### src/rtl/instruction_fetch_unit.sv
// rtl/instruction_fetch_unit.sv - fetch stage: PC, one/two-word instruction assembly, valid/ready issue, jump and halt
//
// Ports:
//   clk, rst_n                  clock, asynchronous active-low reset
//   start                       pulse; (re)starts fetching at START_ADDR from IDLE or HALT
//   imem_read, imem_addr        memory read strobe and word address (= pc)
//   imem_data                   combinational memory word for imem_addr
//   instr_valid, instr_ready    issue handshake towards the control unit
//   opcode, operand             issued words; operand is 0 for one-word instructions
//   has_operand, instr_pc       two-word flag, address of the opcode word
//   jump_en, jump_target        redirect, sampled only on the issue handshake
//   busy, halted, fault         status

module instruction_fetch_unit #(
    parameter int START_ADDR = 0,
    parameter int MEM_DEPTH  = 100,
    parameter int OPC_SETN   = 0,
    parameter int OPC_SETC   = 1,
    parameter int OPC_JNPZ   = 21,
    parameter int OPC_END    = 25
) (
    input  logic        clk,
    input  logic        rst_n,
    input  logic        start,
    output logic        imem_read,
    output logic [15:0] imem_addr,
    input  logic [15:0] imem_data,
    output logic        instr_valid,
    input  logic        instr_ready,
    output logic [15:0] opcode,
    output logic [15:0] operand,
    output logic        has_operand,
    output logic [15:0] instr_pc,
    input  logic        jump_en,
    input  logic [15:0] jump_target,
    output logic        busy,
    output logic        halted,
    output logic        fault
);

    localparam logic [15:0] START_W = 16'(START_ADDR);
    localparam logic [15:0] DEPTH_W = 16'(MEM_DEPTH);
    localparam logic [15:0] SETN_W  = 16'(OPC_SETN);
    localparam logic [15:0] SETC_W  = 16'(OPC_SETC);
    localparam logic [15:0] JNPZ_W  = 16'(OPC_JNPZ);
    localparam logic [15:0] END_W   = 16'(OPC_END);

    typedef enum logic [2:0] {
        S_IDLE,
        S_FETCH_OP,
        S_FETCH_ARG,
        S_ISSUE,
        S_HALT
    } state_t;

    state_t      state, state_nxt;
    logic [15:0] pc, pc_nxt;
    logic [15:0] opcode_nxt, operand_nxt, instr_pc_nxt;
    logic        has_operand_nxt, halted_nxt, fault_nxt;

    logic pc_ok;
    logic jump_ok;
    logic two_word;
    logic handshake;

    // Range checks happen before the read strobe is raised, so an
    // out-of-range address is never presented as a read.
    assign pc_ok     = (pc < DEPTH_W);
    assign jump_ok   = (jump_target < DEPTH_W);
    assign two_word  = (imem_data == SETN_W) || (imem_data == SETC_W) || (imem_data == JNPZ_W);
    assign handshake = (state == S_ISSUE) && instr_ready;

    assign imem_addr   = pc;
    assign imem_read   = ((state == S_FETCH_OP) || (state == S_FETCH_ARG)) && pc_ok;
    assign instr_valid = (state == S_ISSUE);
    assign busy        = (state == S_FETCH_OP) || (state == S_FETCH_ARG) || (state == S_ISSUE);

    always_comb begin
        state_nxt       = state;
        pc_nxt          = pc;
        opcode_nxt      = opcode;
        operand_nxt     = operand;
        has_operand_nxt = has_operand;
        instr_pc_nxt    = instr_pc;
        halted_nxt      = halted;
        fault_nxt       = fault;

        case (state)
            S_IDLE: begin
                if (start) begin
                    pc_nxt    = START_W;
                    state_nxt = S_FETCH_OP;
                end
            end

            S_FETCH_OP: begin
                if (!pc_ok) begin
                    fault_nxt  = 1'b1;
                    halted_nxt = 1'b1;
                    state_nxt  = S_HALT;
                end else begin
                    opcode_nxt   = imem_data;
                    instr_pc_nxt = pc;
                    pc_nxt       = pc + 16'd1;
                    if (two_word) begin
                        has_operand_nxt = 1'b1;
                        state_nxt       = S_FETCH_ARG;
                    end else begin
                        operand_nxt     = 16'd0;
                        has_operand_nxt = 1'b0;
                        state_nxt       = S_ISSUE;
                    end
                end
            end

            S_FETCH_ARG: begin
                if (!pc_ok) begin
                    fault_nxt  = 1'b1;
                    halted_nxt = 1'b1;
                    state_nxt  = S_HALT;
                end else begin
                    operand_nxt = imem_data;
                    pc_nxt      = pc + 16'd1;
                    state_nxt   = S_ISSUE;
                end
            end

            S_ISSUE: begin
                if (handshake) begin
                    if (opcode == END_W) begin
                        // END wins over any redirect offered alongside it.
                        halted_nxt = 1'b1;
                        state_nxt  = S_HALT;
                    end else if (jump_en) begin
                        if (!jump_ok) begin
                            fault_nxt  = 1'b1;
                            halted_nxt = 1'b1;
                            state_nxt  = S_HALT;
                        end else begin
                            pc_nxt    = jump_target;
                            state_nxt = S_FETCH_OP;
                        end
                    end else begin
                        state_nxt = S_FETCH_OP;
                    end
                end
            end

            S_HALT: begin
                if (start) begin
                    halted_nxt = 1'b0;
                    fault_nxt  = 1'b0;
                    pc_nxt     = START_W;
                    state_nxt  = S_FETCH_OP;
                end
            end

            default: state_nxt = S_IDLE;
        endcase
    end

    always_ff @(posedge clk or negedge rst_n) begin
        if (!rst_n) begin
            state       <= S_IDLE;
            pc          <= START_W;
            opcode      <= 16'd0;
            operand     <= 16'd0;
            has_operand <= 1'b0;
            instr_pc    <= 16'd0;
            halted      <= 1'b0;
            fault       <= 1'b0;
        end else begin
            state       <= state_nxt;
            pc          <= pc_nxt;
            opcode      <= opcode_nxt;
            operand     <= operand_nxt;
            has_operand <= has_operand_nxt;
            instr_pc    <= instr_pc_nxt;
            halted      <= halted_nxt;
            fault       <= fault_nxt;
        end
    end

endmodule

### config.mk
export PLATFORM = sky130hd
export DESIGN_NAME = instruction_fetch_unit
export DESIGN_NICKNAME = d
export VERILOG_FILES = /design/src/rtl/instruction_fetch_unit.sv
export SDC_FILE = /design/constraint.sdc
export NUM_CORES = 1
export LEC_CHECK = 0
export BUFFER_PORTS_ARGS = -buffer_cell sky130_fd_sc_hd__buf_4
export CORE_MARGIN = 5
export CORE_UTILIZATION = 25
export DETAILED_ROUTE_END_ITERATION = 10
export GPL_TIMING_DRIVEN = 0
export PLACE_DENSITY = 0.46
export SLEW_MARGIN = 20
export SYNTH_ARGS = -nofsm -noshare
export SYNTH_HDL_FRONTEND = slang
export SYNTH_SLANG_ARGS = --single-unit
### constraint.sdc
create_clock -name clk -period 3.8 [get_ports clk]
set_input_delay 0.19 -clock clk [delete_from_list [all_inputs] [get_ports clk]]
set_output_delay 0.19 -clock clk [all_outputs]
set_load 0.005 [all_outputs]
# ---- After elaboration in Yosys (flattened, before gate mapping)
# Index checks and enable logic that the tools add are counted.
dict set report totals {
  register_bits 70
  in_bits 37
  output_inout_bits 70
  wordCells 82
}
dict set report classes {
  addsub 1
  order_cmp 2
  n_eq_ne 21
  mux 31
  n_reduce_logical 19
}
# cell count
set ops {}
lappend ops {{$mux W16} 9}
lappend ops {{$pmux W16 S3} 1}
lappend ops {{$eq A16 B5 Y1 const B} 2}
lappend ops {{$lt A16 B7 Y1 const B} 2}
lappend ops {{$pmux W16 S2} 1}
lappend ops {{$mux W3} 7}
lappend ops {{$add A16 B1 Y16 const B} 1}
lappend ops {{$eq A16 B1 Y1 const B} 1}
lappend ops {{$logic_not A16 Y1} 1}
lappend ops {{$ne A2 B2 Y1 const B} 7}
lappend ops {{$reduce_and A7 Y1} 2}
lappend ops {{$pmux W3 S4} 1}
lappend ops {{$mux W1} 10}
lappend ops {{$ne A2 B1 Y1 const B} 5}
lappend ops {{$eq A3 B2 Y1 const B} 2}
lappend ops {{$pmux W1 S3} 2}
lappend ops {{$reduce_and A6 Y1} 1}
lappend ops {{$reduce_bool A3 Y1} 2}
lappend ops {{$logic_or A1 B1 Y1} 4}
lappend ops {{$reduce_and A2 Y1} 2}
lappend ops {{$reduce_and A4 Y1} 1}
lappend ops {{$reduce_or A2 Y1} 2}
lappend ops {{$eq A3 B1 Y1 const B} 1}
lappend ops {{$eq A3 B3 Y1 const B} 1}
lappend ops {{other kinds (5)} 6}

# ---- Logic depth before layout (Yosys ltp)
dict set report depth {
  word_depth 6
  ltp_mapped 8
  mapped_depth_nobuf 7
}

# ---- Worst setup path after synthesis
# OpenSTA, ideal clock, no wires.
dict set report synth_path {
  path_kind {reg2reg}
  startpoint {register pc[4], in the netlist imem_addr[4]}
  endpoint {register operand[10]}
  setup_time_ns 0.079
  arrival_time_ns 1.768
  t_required_ns 3.721
  path_slack_ns 1.952
  stages_incl_launch_ff 6
  n_path_buf 1
  period_less_slack_ns 1.848
  path_cell_list {dfrtp_1 -> o311ai_4 -> nand4_4 -> a211oi_4 -> buf_8 -> mux2i_1}
}
dict set report synth_via {
  elab_chain_len 3
  elab_cells_between_ends 4
  classes_between {order compare: 1; eq/ne: 2; reduce/logical: 1}
}
# item line_no
set synth_rtl {}
lappend synth_rtl {{start: declaration} 57} ;# logic [15:0] pc, pc_nxt;
lappend synth_rtl {{start signal: assignment} 174} ;# pc <= pc_nxt;
lappend synth_rtl {{$lt A16 B7 Y1 (*)} 68} ;# assign pc_ok = (pc < DEPTH_W);
lappend synth_rtl {{$ne A2 B2 Y1 (no line)} --}
lappend synth_rtl {{$reduce_and A4 Y1 (no line) (*)} --}
lappend synth_rtl {{end signal: assignment} 176} ;# operand <= operand_nxt;
lappend synth_rtl {{end: declaration} 31} ;# output logic [15:0] operand,
# Mark *: on every way between the ends. The rest lies on a longest branch, timed or not.
# A chain may end at the register's enable or synchronous reset.

# ---- Final worst setup path
dict set report layout_path {
  startpoint {register pc[4], in the netlist imem_addr[4]}
  endpoint {register operand[8]}
}
# The elaborated chain is that of the path after synthesis.

==> metrics list <==
- Ranking of synthesized cells by area: dfrtp_1, mux2_4, mux2i_1, and2_1, nand2_1
- The routed layout has 2583 vias.
* Skew final: 0.00932 ns
* Routability Congestion: 0.777
- CP max FO: 10
- A synthesized cell averages 11.6 um2.
- The routed design could run at a clock period as short as 2.18 ns.
- For this run, the register share of the synthesized area comes to 0.525.
- Antenna-violating nets left: 0
* Post-DP Area: 4360 um2
* Wire length of the first global-routing pass: 14900 um
- Setup repair after global routing left no endpoint under its margin.
- Setup violations remaining at the end of the flow were counted as 0.
* Post-synth net total: 325
- Type of the setup path with the least slack: reg -> reg
* Number of enable-type register cells in the synthesized netlist: 0
* CTS tree: yes
* Clock sink count: 70
- The mapped netlist covers 3340 um2.
* Half-perimeter wire length after detailed placement: 6830 um
- Die extent in y: 126 um
* Overflow left after global routing: 0
* Normalized max-slew margin: 0.379
- For the worst-skew pair, the clock arrives at the later sink with an insertion delay of 0.33 ns.
- Entering global routing, the biggest net connects 71 pins.
- Arrival time of the worst setup path: 2.42 ns
* Part of the cycle the worst path needs: 0.573
- Die width: 126 um
- Total number of nets in the final design: 442
* Antenna violations before repair: 0
- Wire segments on met3 add up to 632 um in the final route.
* Cts repair resizes: 0
* Worst R2R Path Depth: 5
- CORE AREA: 13200 um2
- For this run, the number of Yosys warnings is 0.
- Result of the run: finished, final reports clean
- With fillers left out, the area of the finished cells amounts to 4700 um2.
* Number of primary I/O pins: 107
- After detailed routing, the average wire length per cell comes to 15.8 um.
- Number of buffers inserted by port buffering: 106
* Type of element launching the critical path: flop
- Class of the worst hold path: in -> async
- Of all cell types, the one taking the most synthesized area is dfrtp_1.
* Pre-antenna DRT Iters: 4
- The number of max-slew violations in the final report was 0.
* Layout cells sized above 1: 0.408
* Detailed-routed wire length on met2: 4170 um
* DRC Markers: 0
* Syn-to-layout area delta: 40.9%
- The floorplan step defined a die boundary enclosing 15800 um2.
* Maximum operating frequency: 459 MHz
- H-tree levels: 3
- Setup TNS: 0 ns
- Number of diodes: 0
- For this design the ratio of total power to cell area is 818 nW/um2.
* Inserted Clock Buffers: 9
- The share of synthesized area in the top cell type comes to 0.525.
- Hold-fix buffer count after cts: 0
- For the worst setup path, the data required time is 4.04 ns.
- The number of hold-slack violations in the final timing report was 0.
* Worst-path clk slew: 0.06 ns
* Wire length reported by the detailed router: 9250 um
- Type of destination of the critical path: flop
* Post-synth cell types: 54
- Maximum buffer depth of the clock tree: 2
* Effective utilization at floorplan: 0.253
- All-Layer GR Usage: 0.120
- Number of flip-flops and latches in the synthesized netlist: 70
* Synth async-reset ratio: 1.00
- Hold Worst Slack: 0.0146 ns
* Via count of the first global-routing pass: 2734
* Detail-routed via count per cell: 4.42
- Most used DFF post-synth: dfrtp_1
- Initial detailed-routing violation count: 127
- Synthesis handed over a netlist of 287 instances.
- Top Layer Used: met4
- The floorplan has 42 rows.
- Clock tree synthesis selected as its root buffer the cell clkbuf_16.
- Worst VDD drop: 0.000220 V
* Routed met1 length: 4370 um
- Max-cap viol count: 0
* Actual slew at the worst max-slew pin: 0.932 ns
- Summed over all cells, the static leakage comes to 2.27 nW.
- Post-CTS timing repair inserted 0 buffers for setup.
power by group:
part | leakage [nW] | total (mW) | internal (mW) | switching, mW
clock | 0.166 | 0.988 | 0.661 | 0.327
combinational | 1.20 | 1.70 | 0.917 | 0.782
sequential | 0.902 | 1.16 | 0.962 | 0.197
total | 2.27 | 3.85 | 2.54 | 1.31
path summary, 6_finish.rpt:
path,from,slack [ns],to
hold / removal,rst_n,0.01,operand[12]
setup / recovery,imem_addr[4],1.62,operand[8]
max in group asynchronous,rst_n,3.20,instr_pc[11]
min in group clk,imem_data[1],0.11,opcode[1]
setup reg to reg,imem_addr[4],1.62,operand[8]
hold reg to reg,instr_pc[3],0.48,instr_pc[3]
metrics by stage:
stage	std cells	util	worst slack, ns	power (mW)
final	585	0.357	1.62	3.85
after global routing	585	0.357	1.47	4.11
after CTS	585	0.357	1.59	3.92
after detailed placement	569	0.330	1.60	2.90
after global placement	569	0.330	1.57	2.88
after floorplan	287	-	1.95	2.23
registers in the layout, summed over array words and instances (netlist names):
register,count
imem_addr,16
instr_pc,16
opcode,16
operand,16
state,3
fault,1
halted,1
has_operand,1
layer usage:
layer	global-route usage	up-vias
met4	0.0364	0
met3	0.0443	5
met2	0.178	67
li1	-	1242
met1	0.162	1269
met5	0	-
cell type report:
class / instances / area [um2]
tap: 176 / 220
fill: 1325 / 8490
inverter: 22 / 82.6
clock buffer: 11 / 243
multi-input combinational: 184 / 1430
timing repair buffer: 106 / 796
clock inverter: 5 / 106
buffer: 11 / 80.1
sequential: 70 / 1750
cell usage after synthesis (4+ instances only):
cell / number
dfrtp_1: 70
nand2_1: 30
inv_1: 21
and2_1: 19
mux2_4: 18
mux2i_1: 17
a21oi_1: 11
nor2_1: 11
mux2_2: 8
nand3_1: 7
nor4_1: 7
nor3_1: 6
buf_2: 4
o2bb2ai_1: 4
cell families after synthesis:
group,share of synthesized area
and+or+nand+nor,0.163
DFF,0.525
muxes,0.159
AOI/OAI and AO/OA,0.0982
buffers and inverters,0.0487
xor gates and xnor gates,0.00262
adders and majority gates,0.00375
cell usage in the layout, fill, tap and decap left out, types with 2 or more instances in the layout:
cell type,synthesis,final
mux2_2,8,8
nand4_1,3,3
buf_6,3,3
o2bb2ai_1,4,4
dfrtp_1,70,70
a32oi_1,2,2
a221oi_1,3,3
clkbuf_1,2,3
nor2_1,11,11
mux2i_1,17,17
o31ai_1,2,2
buf_4,0,106
mux2_4,18,18
a21oi_1,11,11
buf_2,4,4
and2_1,19,19
nor4_1,7,7
nor3_1,6,6
nand2b_1,3,3
nand3_1,7,7
o21ai_0,2,2
and3_1,2,2
clkbuf_16,0,9
inv_1,21,21
nand2_1,30,30
o221ai_1,2,2
bufinv_16,0,3
critical path: stages, from the launching register on:
cell and delay (ns):
dfrtp_1 0.49, o311ai_4 0.37, nand4_4 0.25, a211oi_4 0.54, buf_8 0.23, mux2i_1 0.20
Note: power is estimated with default switching activity, not from simulation.
